## config.mk

```make
export PLATFORM = sky130hd
export DESIGN_NAME = mac_operand_sequencer_flat
export DESIGN_NICKNAME = d
export VERILOG_FILES = /design/src/rtl/mac_seq_pkg.sv /design/src/rtl/mac_operand_sequencer_if.sv /design/src/rtl/mac_seq_frame_buf.sv /design/src/rtl/mac_operand_sequencer.sv /design/src/flat_wrapper.sv
export SDC_FILE = /design/constraint.sdc
export NUM_CORES = 1
export LEC_CHECK = 0
export ABC_AREA = 1
export CAP_MARGIN = 20
export CORE_ASPECT_RATIO = 0.9
export CORE_MARGIN = 5
export CORE_UTILIZATION = 45
export CTS_CLUSTER_DIAMETER = 60
export DETAILED_ROUTE_END_ITERATION = 7
export GPL_TIMING_DRIVEN = 1
export PLACE_DENSITY = 0.75
export SLEW_MARGIN = 20
export SYNTH_ARGS = -nofsm -noshare
export SYNTH_HDL_FRONTEND = slang
export SYNTH_SLANG_ARGS = --single-unit
```

## constraint.sdc

```tcl
create_clock -name clk -period 4 [get_ports clk]
set_input_delay 0.6 -clock clk [delete_from_list [all_inputs] [get_ports clk]]
set_output_delay 0.6 -clock clk [all_outputs]
set_load 0.05 [all_outputs]
```

## src/rtl/mac_seq_pkg.sv

```systemverilog
// Shared types and default sizes for the MAC operand sequencer slice.
// Latency: n/a (declarations only).
// Backpressure: n/a.
package mac_seq_pkg;

  localparam int DEF_DW        = 4;   // operand width, matches MAC A/B
  localparam int DEF_OW        = 12;  // MAC accumulated result width
  localparam int DEF_FRAME_LEN = 16;  // operand pairs per MAC run

  typedef enum logic [2:0] {
    FILL   = 3'd0,
    GO     = 3'd1,
    FEED   = 3'd2,
    WAIT   = 3'd3,
    RESULT = 3'd4
  } state_t;

endpackage

```

## src/rtl/mac_operand_sequencer_if.sv

```systemverilog
// Bundles operand stream, MAC drive/return and result stream of the sequencer.
// Latency: n/a (wires only). SEQ_SHADOW_CHECK_EN adds chk_err.
// Backpressure: in_valid/in_ready and res_valid/res_ready handshakes.
interface mac_operand_sequencer_if
  import mac_seq_pkg::*;
#(
  parameter int DW = DEF_DW,
  parameter int OW = DEF_OW
);
  logic          in_valid;
  logic          in_ready;
  logic [DW-1:0] in_a;
  logic [DW-1:0] in_b;
  logic          mac_go;
  logic [DW-1:0] mac_a;
  logic [DW-1:0] mac_b;
  logic          mac_done;
  logic [OW-1:0] mac_out;
  logic          res_valid;
  logic          res_ready;
  logic [OW-1:0] res_data;
  logic          res_err;
  logic          busy;
`ifdef SEQ_SHADOW_CHECK_EN
  logic          chk_err;

  modport master (
    input  in_valid, in_a, in_b, mac_done, mac_out, res_ready,
    output in_ready, mac_go, mac_a, mac_b, res_valid, res_data, res_err, busy, chk_err
  );
  modport slave (
    output in_valid, in_a, in_b, mac_done, mac_out, res_ready,
    input  in_ready, mac_go, mac_a, mac_b, res_valid, res_data, res_err, busy, chk_err
  );
`else
  modport master (
    input  in_valid, in_a, in_b, mac_done, mac_out, res_ready,
    output in_ready, mac_go, mac_a, mac_b, res_valid, res_data, res_err, busy
  );
  modport slave (
    output in_valid, in_a, in_b, mac_done, mac_out, res_ready,
    input  in_ready, mac_go, mac_a, mac_b, res_valid, res_data, res_err, busy
  );
`endif
endinterface

```

## src/rtl/mac_seq_frame_buf.sv

```systemverilog
// Register file holding one frame of operand pairs, one write port, one read port.
// Latency: write visible the cycle after wr_en; read is combinational.
// Backpressure: none; the caller only writes while it is filling.
module mac_seq_frame_buf
  import mac_seq_pkg::*;
#(
  parameter int DW    = DEF_DW,
  parameter int DEPTH = DEF_FRAME_LEN,
  parameter int AW    = $clog2(DEPTH)
) (
  input  logic          clk,
  input  logic          wr_en,
  input  logic [AW-1:0] wr_idx,
  input  logic [DW-1:0] wr_a,
  input  logic [DW-1:0] wr_b,
  input  logic [AW-1:0] rd_idx,
  output logic [DW-1:0] rd_a,
  output logic [DW-1:0] rd_b
);

  // Contents need no reset: the write pointer decides what is valid.
  logic [2*DW-1:0] mem [DEPTH];

  // Store the pair {a,b} at the write index.
  always_ff @(posedge clk) begin
    if (wr_en) begin
      mem[wr_idx] <= {wr_a, wr_b};
    end
  end

  assign rd_a = mem[rd_idx][2*DW-1:DW];
  assign rd_b = mem[rd_idx][DW-1:0];

endmodule

```

## src/rtl/mac_operand_sequencer.sv

```systemverilog
// Buffers a frame of operand pairs, feeds them to the MAC, returns its result. SEQ_SHADOW_CHECK_EN adds chk_err.
// Latency: go 1 cycle after last accept; 1+FRAME_LEN*HOLD_CYCLES feed cycles; then wait for done or timeout.
// Backpressure: in_ready only in FILL; result held with res_valid until res_ready.
module mac_operand_sequencer
  import mac_seq_pkg::*;
#(
  parameter int DW           = DEF_DW,
  parameter int OW           = DEF_OW,
  parameter int FRAME_LEN    = DEF_FRAME_LEN,
  parameter int HOLD_CYCLES  = 3,
  parameter int DONE_TIMEOUT = 255
) (
  input logic                    clk,
  input logic                    rst,
  mac_operand_sequencer_if.master bus
);

  localparam int AW = $clog2(FRAME_LEN);
  localparam int PW = $clog2(FRAME_LEN) + 1;
  localparam int HW = $clog2(HOLD_CYCLES) + 1;
  localparam int TW = $clog2(DONE_TIMEOUT) + 1;

  localparam logic [PW-1:0] LAST_IDX  = PW'(FRAME_LEN - 1);
  localparam logic [HW-1:0] HOLD_LAST = HW'(HOLD_CYCLES - 1);
  localparam logic [TW-1:0] TIMEOUT   = TW'(DONE_TIMEOUT);

  state_t        state, state_nx;
  logic [PW-1:0] wr_ptr;
  logic [PW-1:0] rd_idx;
  logic [HW-1:0] hold_cnt;
  logic [TW-1:0] timer;
  logic [OW-1:0] res_data_q;
  logic          res_err_q;
  logic [DW-1:0] buf_a, buf_b;
  logic [AW-1:0] buf_rd_idx;

  logic accept, handshake, pair_last, wait_done, wait_tmo;

  assign accept    = bus.in_valid && (state == FILL);
  assign handshake = (state == RESULT) && bus.res_ready;
  assign pair_last = (state == FEED) && (hold_cnt == HOLD_LAST) && (rd_idx == LAST_IDX);
  assign wait_done = (state == WAIT) && bus.mac_done;
  // done wins over a coincident timeout
  assign wait_tmo  = (state == WAIT) && !bus.mac_done && (timer == TIMEOUT);

  // GO must show pair 0 even though rd_idx is only cleared on leaving GO.
  assign buf_rd_idx = (state == FEED) ? rd_idx[AW-1:0] : '0;

  mac_seq_frame_buf #(
    .DW    (DW),
    .DEPTH (FRAME_LEN)
  ) u_frame_buf (
    .clk    (clk),
    .wr_en  (accept),
    .wr_idx (wr_ptr[AW-1:0]),
    .wr_a   (bus.in_a),
    .wr_b   (bus.in_b),
    .rd_idx (buf_rd_idx),
    .rd_a   (buf_a),
    .rd_b   (buf_b)
  );

  // State register.
  always_ff @(posedge clk) begin
    if (rst) begin
      state <= FILL;
    end else begin
      state <= state_nx;
    end
  end

  // Next-state decode.
  always_comb begin
    state_nx = state;
    unique case (state)
      FILL:    if (accept && (wr_ptr == LAST_IDX)) state_nx = GO;
      GO:      state_nx = FEED;
      FEED:    if (pair_last) state_nx = WAIT;
      WAIT:    if (wait_done || wait_tmo) state_nx = RESULT;
      RESULT:  if (handshake) state_nx = FILL;
      default: state_nx = FILL;
    endcase
  end

  // Outputs decoded from state; mac_go is additionally blocked while rst is high.
  always_comb begin
    bus.in_ready  = (state == FILL);
    bus.mac_go    = (state == GO) && !rst;
    bus.mac_a     = '0;
    bus.mac_b     = '0;
    if ((state == GO) || (state == FEED)) begin
      bus.mac_a = buf_a;
      bus.mac_b = buf_b;
    end
    bus.res_valid = (state == RESULT);
    bus.res_data  = res_data_q;
    bus.res_err   = res_err_q;
    bus.busy      = (state != FILL);
  end

  // Frame pointers, hold/feed counters, done timer and captured result.
  always_ff @(posedge clk) begin
    if (rst) begin
      wr_ptr     <= '0;
      rd_idx     <= '0;
      hold_cnt   <= '0;
      timer      <= '0;
      res_data_q <= '0;
      res_err_q  <= 1'b0;
    end else begin
      if (accept) begin
        wr_ptr <= wr_ptr + PW'(1);
      end else if (handshake) begin
        wr_ptr <= '0;
      end

      if (state == GO) begin
        hold_cnt <= '0;
        rd_idx   <= '0;
      end else if (state == FEED) begin
        if (hold_cnt == HOLD_LAST) begin
          hold_cnt <= '0;
          rd_idx   <= rd_idx + PW'(1);
        end else begin
          hold_cnt <= hold_cnt + HW'(1);
        end
      end

      // Leaves WAIT at TIMEOUT at the latest, so the timer never wraps.
      if (state == WAIT) begin
        timer <= timer + TW'(1);
      end else begin
        timer <= '0;
      end

      if (wait_done) begin
        res_data_q <= bus.mac_out;
        res_err_q  <= 1'b0;
      end else if (wait_tmo) begin
        res_data_q <= '0;
        res_err_q  <= 1'b1;
      end
    end
  end

`ifdef SEQ_SHADOW_CHECK_EN
  logic [OW-1:0] shadow;
  logic          chk_err_q;

  // Independent running sum of a*b, compared to the MAC result at capture.
  always_ff @(posedge clk) begin
    if (rst) begin
      shadow    <= '0;
      chk_err_q <= 1'b0;
    end else begin
      if (accept) begin
        shadow <= shadow + OW'(bus.in_a) * OW'(bus.in_b);
      end else if (handshake) begin
        shadow <= '0;
      end

      if (wait_done) begin
        chk_err_q <= (bus.mac_out != shadow);
      end else if (wait_tmo) begin
        chk_err_q <= 1'b1;
      end
    end
  end

  assign bus.chk_err = chk_err_q;
`endif

endmodule

```

## src/flat_wrapper.sv

```systemverilog
// flat-port wrapper written by rule: the top's interface ports become plain ports
module mac_operand_sequencer_flat import mac_seq_pkg::*;
#(
  parameter int DW           = DEF_DW,
  parameter int OW           = DEF_OW,
  parameter int FRAME_LEN    = DEF_FRAME_LEN,
  parameter int HOLD_CYCLES  = 3,
  parameter int DONE_TIMEOUT = 255
)
  (clk, rst, bus_in_valid, bus_in_a, bus_in_b, bus_mac_done, bus_mac_out, bus_res_ready, bus_in_ready, bus_mac_go, bus_mac_a, bus_mac_b, bus_res_valid, bus_res_data, bus_res_err, bus_busy);
  mac_operand_sequencer_if #(.DW(DW), .OW(OW)) bus_i ();
  input logic clk;
  input logic rst;
  input wire logic [$bits(bus_i.in_valid)-1:0] bus_in_valid;
  input wire logic [$bits(bus_i.in_a)-1:0] bus_in_a;
  input wire logic [$bits(bus_i.in_b)-1:0] bus_in_b;
  input wire logic [$bits(bus_i.mac_done)-1:0] bus_mac_done;
  input wire logic [$bits(bus_i.mac_out)-1:0] bus_mac_out;
  input wire logic [$bits(bus_i.res_ready)-1:0] bus_res_ready;
  output wire logic [$bits(bus_i.in_ready)-1:0] bus_in_ready;
  output wire logic [$bits(bus_i.mac_go)-1:0] bus_mac_go;
  output wire logic [$bits(bus_i.mac_a)-1:0] bus_mac_a;
  output wire logic [$bits(bus_i.mac_b)-1:0] bus_mac_b;
  output wire logic [$bits(bus_i.res_valid)-1:0] bus_res_valid;
  output wire logic [$bits(bus_i.res_data)-1:0] bus_res_data;
  output wire logic [$bits(bus_i.res_err)-1:0] bus_res_err;
  output wire logic [$bits(bus_i.busy)-1:0] bus_busy;
  assign bus_i.in_valid = bus_in_valid;
  assign bus_i.in_a = bus_in_a;
  assign bus_i.in_b = bus_in_b;
  assign bus_i.mac_done = bus_mac_done;
  assign bus_i.mac_out = bus_mac_out;
  assign bus_i.res_ready = bus_res_ready;
  assign bus_in_ready = bus_i.in_ready;
  assign bus_mac_go = bus_i.mac_go;
  assign bus_mac_a = bus_i.mac_a;
  assign bus_mac_b = bus_i.mac_b;
  assign bus_res_valid = bus_i.res_valid;
  assign bus_res_data = bus_i.res_data;
  assign bus_res_err = bus_i.res_err;
  assign bus_busy = bus_i.busy;
  mac_operand_sequencer #(.DW(DW), .OW(OW), .FRAME_LEN(FRAME_LEN), .HOLD_CYCLES(HOLD_CYCLES), .DONE_TIMEOUT(DONE_TIMEOUT)) u_core (.clk(clk), .rst(rst), .bus(bus_i));
endmodule
```

==> impl_metrics.yaml <==
placed_design:
  placedInstanceArea_sq_um: 7745
  io_buffers: 49
  hpwl_mm: 9.668
  routabilityCongestion: 0.8365
yosys:
  synth.distinct_cells: 32
  synthMuxAreaShare: 0
  synth_fa_ha_area_frac: 0.01604
  synth_top_family_by_area: "simple AND/OR/NAND/NOR gates"
  netlist_instances: 690
  synthXorXnorAreaFrac: 0
  ys_seq_area_frac: 0.6557
  synth_simple_gate_area_frac: 0.2454
  syn_nets: 724
  synth_compound_area_frac: 0.03599
  ys_warn_count: 0
  syn-cell-area_sq_um: 7022
  ys_ff_latch: 166
  syn-mean-instance-area_sq_um: 10.18
global_routing:
  overflow: 0
  grt_pass1_vias: 4925
  grt_max_degree: 55
  antenna_found_initial: 0
  grt_pass1_wl_mm: 25.07
  grt_usage: 0.1794
clock_network:
  cts_sinks: 166
  cts_setup_buffers: 0
  clk_latency_ns: 0.43
  root_buffer: "clkbuf_16"
  h-tree-depth: 4
  postCtsHoldBufs: 0
  cts_buffers: 17
  cts_tree: "yes"
  clk_pin_slew_ns: 0.06
  cts_resized: 0
  cts_buffer_depth: 2
critical_path:
  cp_slowest_cell: "inv_2"
  path_max_fanout: 37
  endpoint_kind: "primary output"
  worst-path-stages: 9
  setup.worst_path.start_class: "flip-flop"
  reg2reg_depth: 7
  crit_path_frequent_cell: "nand3_1"
  worst-setup-path-type: "reg2out"
  cp.required_ns: 3.40
  crit_buf_inv: 2
  cpPeakStageDelay_ns: 0.62
  worstPathCellList: "nor2_4 > nand3_4 > inv_2 > nand3_1 > nand3_1 > nand3_1 > nand2_1 > nor2_1 > buf_12"
  cp.arrival_ns: 2.83
  path_delay_family: "simple AND/OR/NAND/NOR gates"
floorplanning:
  die_h_microns: 128.5
  io_pins: 50
  die_w_microns: 141.7
  coreArea_sq_um: 15390
  rows: 43
  die-area_sq_um: 18210
  initial_core_util: 0.4563
detailed_routing:
  drt_iter0_drc: 460
  avgRoutedWirePerCell_microns: 16.39
  routed_wl_mm: 15.60
  first_pass_iters: 5
  ant_nets: 0
  drc_errors: 0
  vias: 5070
  routed_via_density: 5.326
hold_path:
  hp-class: "reg2reg"
  holdPathStages: 1
cells_and_area:
  antennaDiodeCount: 0
  drive_gt1_frac: 0.08133
  mostFrequentLayoutCell: "nand2_1"
  final_cell_mix: "nand2_1 (188), edfxtp_1 (128), nand3_1 (99)"
  fin_util: 0.5412
  synthToLayoutAreaGrowth_pct: 18.60
  fin_area_sq_um: 8328
  fin_nets: 771
sta:
  setup_tns_ns: 0
  fmax_ghz: 0.2912
  rsz0062_at_grt: "no"
  worst_pin_slew_ns: 0.9701
  slew_violations: 0
  fin_crit_sh: 0.8585
  hold_viol_final: 0
  period_needed_ns: 3.434
  slew_headroom: 0.3509
  fin_skew_ns: 0.008524
  setup_viol: 0
power:
  power_leakage_nw: 3.051
  ir_drop_mv: 0.3268
  powerDensity_nw_per_um2: 430.7
run_status:
  status: "finished, final reports clean"
job:
  maxCapViolCount: 0
## Yosys cell counts
cell / number / share of area
nand2_1: 188 / 0.10
nor2_4: 1 / 0.0016
a211oi_1: 3 / 0.0032
o21ai_0: 10 / 0.0071
nor2_2: 3 / 0.0027
nand3_4: 1 / 0.0025
nand2_4: 1 / 0.0016
buf_2: 8 / 0.0057
inv_1: 44 / 0.024
inv_2: 4 / 0.0021
buf_6: 1 / 0.0016
o31ai_1: 1 / 0.0011
buf_1: 2 / 0.0011
clkbuf_1: 12 / 0.0064
o311ai_1: 1 / 0.0012
ha_1: 9 / 0.016
nor2_8: 1 / 0.0029
o21ai_1: 1 / 0.00071
nor3_2: 1 / 0.0014
nand4_1: 19 / 0.017
a31oi_1: 1 / 0.00089
nand3_2: 1 / 0.0014
o21a_1: 1 / 0.0011
edfxtp_1: 128 / 0.55
dfxtp_1: 38 / 0.11
nor3_1: 10 / 0.0071
nor3b_1: 1 / 0.0011
or2_0: 1 / 0.00089
nand3_1: 99 / 0.071
nor2_1: 64 / 0.034
a21oi_1: 29 / 0.021
buf_4: 6 / 0.0064
## state kept, by name, summed over array words and instances (netlist names)
signal	cells
u_core.hold_cnt	3
u_core.bus.res_data	12
u_core.state	3
u_core.rd_idx	5
u_core.wr_ptr	5
u_core.timer	9
u_core.bus.res_err	1
u_core.u_frame_buf.mem	128
## through the flow
stage | total power [mW] | setup WS (ns) | cells | hold slack, ns
after detailed placement | 2.047 | 1.071 | 920 | 0.4399
after global placement | 2.045 | 1.110 | 920 | 0.4304
after CTS | 3.607 | 0.5854 | 952 | 0.4525
after global routing | 3.708 | 0.3670 | 952 | 0.4799
after floorplan | 1.973 | 1.446 | 690 | 0.4176
final | 3.587 | 0.5661 | 952 | 0.4529
## final timing paths
path	startpoint	end	slack (ns)
setup reg to reg	u_core.state[2]	u_core.u_frame_buf.mem[2][1]	1.45
hold reg to reg	u_core.timer[0]	u_core.timer[0]	0.45
hold / removal	u_core.timer[0]	u_core.timer[0]	0.45
setup / recovery	u_core.state[2]	bus_mac_a[1]	0.57
## report_power, final
part | total, mW | switching (mW) | internal, mW
registers | 1.88 | 0.00649 | 1.87
clock network | 1.58 | 0.628 | 0.948
logic | 0.130 | 0.0854 | 0.0445
## worst reg2reg max path, stage by stage (launching register included)
cell	delay (ns)
dfxtp_1	0.35
nor2_4	0.26
inv_1	0.12
nor2_2	0.18
nand2_1	0.15
inv_1	0.18
nand2_1	0.16
nor2_1	0.77
## layer usage
| layer | share of wire | up-vias | global-route usage |
|---|---|---|---|
| li1 | - | 2456 | - |
| met1 | 0.42 | 2363 | 0.2309 |
| met2 | 0.47 | 209 | 0.2789 |
| met3 | 0.080 | 42 | 0.05351 |
| met4 | 0.028 | 0 | 0.08860 |
| met5 | 0 | - | 0 |
## kinds of logic after synthesis
| group | after synthesis |
|---|---|
| compound gates | 47 |
| fa+ha+maj | 9 |
| buf+inv | 77 |
| flops | 166 |
| simple gates | 391 |
## layout make-up
cell class              count  area, sq um
clock inverters             5        31.28
multi-input cells         447         2088
clock buffers              27        551.8
fillers                  1320         7059
well taps                 202        252.7
inverters                  48        180.2
flip-flops and latches    166         4606
repair buffers             57        618.1
Note: power is estimated with default switching activity, not from simulation.
